`config.mk`:
```
export PLATFORM = sky130hd
export DESIGN_NAME = div_stage_unit
export DESIGN_NICKNAME = d
export VERILOG_FILES = /design/src/rtl/div_stage_unit.sv
export SDC_FILE = /design/constraint.sdc
export NUM_CORES = 1
export LEC_CHECK = 0
export CORE_UTILIZATION = 60
export DETAILED_ROUTE_END_ITERATION = 7
export DONT_BUFFER_PORTS = 1
export PLACE_DENSITY_LB_ADDON = 0.12
export SYNTH_ARGS = -nofsm -noshare
export SYNTH_HDL_FRONTEND = slang
export SYNTH_SLANG_ARGS = --single-unit
```
`constraint.sdc`:
```
create_clock -name clock -period 10.4 [get_ports clock]
set_clock_uncertainty 0.1 [all_clocks]
set_input_delay 3.12 -clock clock [delete_from_list [all_inputs] [get_ports clock]]
set_output_delay 3.12 -clock clock [all_outputs]
set_load 0.03 [all_outputs]
```
`src/rtl/div_stage_unit.sv`:
```
// div_stage_unit
// Iterative radix-2 restoring divide/remainder unit for the execute stage.
// One divide-class instruction is in flight at a time. While it runs, the
// unit publishes a stage record (register id, ready flag, data) that the
// hazard unit uses for stalling and forwarding.
//
// Ports
//   clock              posedge clock for all state
//   reset              synchronous, active-high reset
//   start              issue request, accepted only while busy=0
//   op                 0=DIV 1=DIVU 2=REM 3=REMU
//   dividend/divisor   operands, sampled on accept
//   dest_reg           destination register id, sampled on accept
//   retire             writeback consumed the result (DONE only)
//   flush              kill the in-flight operation (beats retire/start)
//   busy               high in every state except IDLE
//   result_valid       high only in DONE
//   stage_register_id  in-flight destination, 0 when idle
//   stage_data_ready   0 while computing, 1 in IDLE and DONE
//   stage_data         final result in DONE, 0 otherwise
//
// State   | meaning
// IDLE    | waiting for start
// PREP    | take magnitudes, record signs, catch div-by-zero / overflow
// ITER    | 32 shift/trial-subtract steps
// FIXUP   | pick quotient or remainder, apply sign
// DONE    | result held on the stage record until retire
module div_stage_unit #(
  parameter int WIDTH    = 32,
  parameter int REG_ID_W = 5
) (
  input  logic                clock,
  input  logic                reset,
  input  logic                start,
  input  logic [1:0]          op,
  input  logic [WIDTH-1:0]    dividend,
  input  logic [WIDTH-1:0]    divisor,
  input  logic [REG_ID_W-1:0] dest_reg,
  input  logic                retire,
  input  logic                flush,
  output logic                busy,
  output logic                result_valid,
  output logic [REG_ID_W-1:0] stage_register_id,
  output logic                stage_data_ready,
  output logic [WIDTH-1:0]    stage_data
);

  typedef enum logic [2:0] {IDLE, PREP, ITER, FIXUP, DONE} state_t;

  localparam logic [WIDTH-1:0] MIN_NEG = {1'b1, {(WIDTH-1){1'b0}}};

  state_t              state_q;
  logic [1:0]          op_q;
  logic [WIDTH-1:0]    dividend_q;
  logic [WIDTH-1:0]    divisor_q;
  logic [REG_ID_W-1:0] dest_q;
  logic [WIDTH-1:0]    rem_q;
  logic [WIDTH-1:0]    quo_q;
  logic [4:0]          cnt_q;
  logic                qsign_q;
  logic                rsign_q;
  logic                special_q;

  logic                busy_q;
  logic                result_valid_q;
  logic [REG_ID_W-1:0] stage_id_q;
  logic                stage_ready_q;
  logic [WIDTH-1:0]    stage_data_q;

  logic                op_signed_d;
  logic                dvd_neg_d;
  logic                dvs_neg_d;
  logic [WIDTH-1:0]    dvd_mag_d;
  logic [WIDTH-1:0]    dvs_mag_d;
  logic                div_zero_d;
  logic                ovf_d;
  logic [WIDTH:0]      rem_sh_d;
  logic [WIDTH:0]      trial_d;
  logic [WIDTH-1:0]    fix_sel_d;
  logic                fix_neg_d;
  logic [WIDTH-1:0]    result_d;

  always_comb begin
    op_signed_d = ~op_q[0];
    dvd_neg_d   = op_signed_d & dividend_q[WIDTH-1];
    dvs_neg_d   = op_signed_d & divisor_q[WIDTH-1];
    // Magnitude of MIN_NEG wraps to itself, which is correct read as unsigned.
    dvd_mag_d   = dvd_neg_d ? ('0 - dividend_q) : dividend_q;
    dvs_mag_d   = dvs_neg_d ? ('0 - divisor_q) : divisor_q;
    div_zero_d  = (divisor_q == '0);
    ovf_d       = op_signed_d && (dividend_q == MIN_NEG) && (divisor_q == '1);
    // Partial remainder stays below the divisor, so WIDTH+1 bits hold the shift.
    rem_sh_d    = {rem_q, quo_q[WIDTH-1]};
    trial_d     = rem_sh_d - {1'b0, divisor_q};
    fix_sel_d   = op_q[1] ? rem_q : quo_q;
    fix_neg_d   = op_signed_d & (op_q[1] ? rsign_q : qsign_q);
    if (special_q) result_d = rem_q;
    else           result_d = fix_neg_d ? ('0 - fix_sel_d) : fix_sel_d;
  end

  always_ff @(posedge clock) begin
    if (reset || flush) begin
      state_q        <= IDLE;
      busy_q         <= 1'b0;
      result_valid_q <= 1'b0;
      stage_id_q     <= '0;
      stage_ready_q  <= 1'b1;
      stage_data_q   <= '0;
      special_q      <= 1'b0;
    end else begin
      case (state_q)
        IDLE: begin
          if (start) begin
            op_q          <= op;
            dividend_q    <= dividend;
            divisor_q     <= divisor;
            dest_q        <= dest_reg;
            state_q       <= PREP;
            busy_q        <= 1'b1;
            stage_id_q    <= dest_reg;
            stage_ready_q <= 1'b0;
          end
        end
        PREP: begin
          qsign_q   <= dvd_neg_d ^ dvs_neg_d;
          rsign_q   <= dvd_neg_d;
          quo_q     <= dvd_mag_d;
          divisor_q <= dvs_mag_d;
          cnt_q     <= 5'd31;
          // Special cases skip ITER; the preset result rides through FIXUP
          // in rem_q so every path reaches DONE through the same register.
          if (div_zero_d) begin
            special_q <= 1'b1;
            rem_q     <= op_q[1] ? dividend_q : '1;
            state_q   <= FIXUP;
          end else if (ovf_d) begin
            special_q <= 1'b1;
            rem_q     <= op_q[1] ? '0 : MIN_NEG;
            state_q   <= FIXUP;
          end else begin
            special_q <= 1'b0;
            rem_q     <= '0;
            state_q   <= ITER;
          end
        end
        ITER: begin
          rem_q <= trial_d[WIDTH] ? rem_sh_d[WIDTH-1:0] : trial_d[WIDTH-1:0];
          quo_q <= {quo_q[WIDTH-2:0], ~trial_d[WIDTH]};
          cnt_q <= cnt_q - 5'd1;
          if (cnt_q == 5'd0) state_q <= FIXUP;
        end
        FIXUP: begin
          stage_data_q   <= result_d;
          result_valid_q <= 1'b1;
          stage_ready_q  <= 1'b1;
          state_q        <= DONE;
        end
        DONE: begin
          if (retire) begin
            state_q        <= IDLE;
            busy_q         <= 1'b0;
            result_valid_q <= 1'b0;
            stage_id_q     <= '0;
            stage_data_q   <= '0;
          end
        end
        default: state_q <= IDLE;
      endcase
    end
  end

  assign busy              = busy_q;
  assign result_valid      = result_valid_q;
  assign stage_register_id = stage_id_q;
  assign stage_data_ready  = stage_ready_q;
  assign stage_data        = stage_data_q;

endmodule

```
==> run_results.csv <==
group,metric,value,unit
outcome,status,"finished, final reports clean",
sta,finalSetupViolCount,0,
sta,period_share,0.493,
routing,viasPerCell,6.50,
clocking,ctsHtreeMaxLevel,4,
routing,drt-initial-drc-count,1207,
setup_path,crit_chain,"or2_2, nor4_2, buf_4, and2_1, buf_4",
sta,hold_violations,0,
layout,final_cells,1583,
clocking,clockBufferDepth,2,
clocking,cts_hold_buf,0,
setup_path,crit_required,10380,ps
clocking,cts_tree,"built",
yosys,synth_top_area_frac,0.342,
die,io-pin-count,116,
die,initial_core_util,0.614,
clocking,cts_resized,0,
layout,final_nets,1416,
global_routing,grt_pass1_wl,51700,um
yosys,syn_inst,1337,
die,die_x,144,um
die,core_area,0.0196,mm^2
power,leakagePower,4.58,nW
job,max-cap-violations,0,
yosys,ys_ff_latch,181,
sta,fmax,195,MHz
clocking,cts_made_buffers,17,
clocking,cts_setup_buffers,0,
global_routing,grt_usage,0.334,
die,die-area,0.0206,mm^2
yosys,synth_edf_count,137,
sta,tns,0,ps
setup_path,crit_arrival,5110,ps
yosys,yosysWarnings,0,
routing,wirelength,33700,um
layout,drive_gt1_frac,0.0525,
sta,slew_headroom,0.362,
placed_design,io_buffer_count,0,
die,die_h,144,um
sta,tightest_slew,958,ps
routing,ant_nets,0,
sta,fin_ws,5280,ps
placed_design,dp_cells,1547,
setup_path,critPathLaunchType,"input pin",
yosys,synth.most_common_cell,"nand2_1",
routing,drc,0,
routing,first_pass_iters,5,
placed_design,place_hpwl,24400,um
yosys,netlist_top_cells_count,"155 x nand2_1, 137 x edfxtp_1, 109 x o21ai_0, 105 x nor2_1, 88 x a21oi_1",
setup_path,crit_buf_inv,2,
setup_path,critical_path.max_stage_delay,580,ps
sta,rsz0062_at_grt,"false",
setup_path,critPathKind,"input pin to flop",
sta,drv_slew,0,
clocking,clkLatencyLatePin,440,ps
setup_path,cp_max_fo,35,
yosys,synthesis.area,0.0120,mm^2
layout,synthToLayoutAreaGrowth,6.18,%
setup_path,critPathCaptureType,"flop",
placed_design,place_area,0.0122,mm^2
yosys,synth_area_leaders,"edfxtp_1 34%, dfxtp_1 7.3%, xnor2_1 5.9%, nand2_1 4.8%, o21ai_0 4.5%",
power,powerDensity,125,mW/mm^2
yosys,avgSynthCellArea,9.00,um^2
placed_design,gp_congestion,0.944,
clocking,cts-root-buf,"clkbuf_16",
yosys,synth-main-ff-cell,"edfxtp_1",
layout,design_area,0.0128,mm^2
sta,layout_min_cycle_time,5120,ps
yosys,synth_cell_types,79,
die,core.rowCount,51,
clocking,clock-sinks,181,
power,ir_worst_vdd,0.117,mV
routing,wl_per_cell,21.3,um
routing,vias,10300,
min_path,min_path_type,"flop to flop",
global_routing,antenna_found_initial,1,
global_routing,grt_pass1_vias,9151,
yosys,yosysTopAreaCell,"edfxtp_1",
global_routing,grt_max_degree,82,
setup_path,cp_common_cell,"buf_4",
yosys,synthesis.nets,1452,
setup_path,crit_family,"simple AND/OR/NAND/NOR gates",
yosys,synthArstFlopShare,0,
global_routing,gr-total-overflow,0,
setup_path,slowest_stage,"or2_2",
yosys,yosysSeqAreaShare,0.415,
clocking,path_clk_slew,80,ps
placed_design,dp_slack,4810,ps
worst register-to-register path, cell delays in order, from the launching register on:
cell and delay (ps):
edfxtp_1 540, ha_1 340, fa_1 410, nand2b_1 170, a21oi_1 260, o2111ai_1 270
a41oi_2 420, a31oi_1 230, a21oi_1 570, and2_4 520, nor2_2 140, a221o_1 370
kinds of logic after synthesis:
family / count (synthesis) / share of synthesized area
compound gates: 389 / 0.204
xor+xnor: 111 / 0.0808
fa+ha+maj: 39 / 0.0412
buf+inv: 129 / 0.0439
flops: 181 / 0.415
mux: 51 / 0.0431
simple gates: 437 / 0.172
through the flow:
step / utilization / hold WS, ps / power (mW)
3_3_place_gp: 0.622 / 438 / 0.962
2_1_floorplan: - / 369 / 0.932
4_1_cts: 0.652 / 466 / 1.60
6_report: 0.652 / 459 / 1.60
3_5_place_dp: 0.622 / 452 / 0.966
5_1_grt: 0.652 / 517 / 1.64
layer usage:
layer	wire, um	vias up	part of all wire	track usage
li1	-	4873	-	-
met1	14300	4864	0.42	0.459
met2	15200	467	0.45	0.519
met3	3080	80	0.091	0.0593
met4	1180	0	0.035	0.145
met5	0	-	0	0
cell type report:
class                           instances  area [um^2]
Fill cell                            1659         6820
Multi-Input combinational cell       1027         6530
Sequential cell                       181         4990
Clock buffer                           17          425
Tap cell                              265          332
Inverter                               61          229
Clock inverter                         15          153
Timing Repair Buffer                   13         97.6
Antenna cell                            4         10.0
worst paths after layout:
path / end / start / cells after the start / slack [ps]
worst max-delay path: dividend_q[6]$_DFFE_PP_ / flush / 5 / 5280
worst min-delay path: quo_q[6]$_DFFE_PP_ / quo_q[5]$_DFFE_PP_ / 2 / 460
worst max register to register: rem_q[26]$_DFFE_PP_ / divisor_q[0]$_DFFE_PP_ / 11 / 5820
worst min register to register: quo_q[6]$_DFFE_PP_ / quo_q[5]$_DFFE_PP_ / 2 / 460
sequential cells by signal (all words and copies together), names as in the netlist, 2 cells and up:
signal,cells
cnt_q,5
op_q,2
quo_q,32
rem_q,32
dividend_q,32
stage_register_id,5
stage_data,32
divisor_q,32
state_q,3
cells in the final DEF, fill, tap and decap left out, drive strengths merged, types with 38 or more instances in the layout:
cell type / instances
inv: 70
o21ai: 119
nor2: 106
edfxtp: 137
nor3: 44
xnor2: 81
ha: 38
nand2: 155
dfxtp: 44
mux2i: 45
a21oi: 88
where the power goes:
group	total, mW	internal [mW]	leakage, nW	switching, mW
logic	0.139	0.0527	2.69	0.0868
registers	0.813	0.792	1.60	0.0206
clock network	0.645	0.330	0.292	0.315
Power figures use the tool's default switching activity.
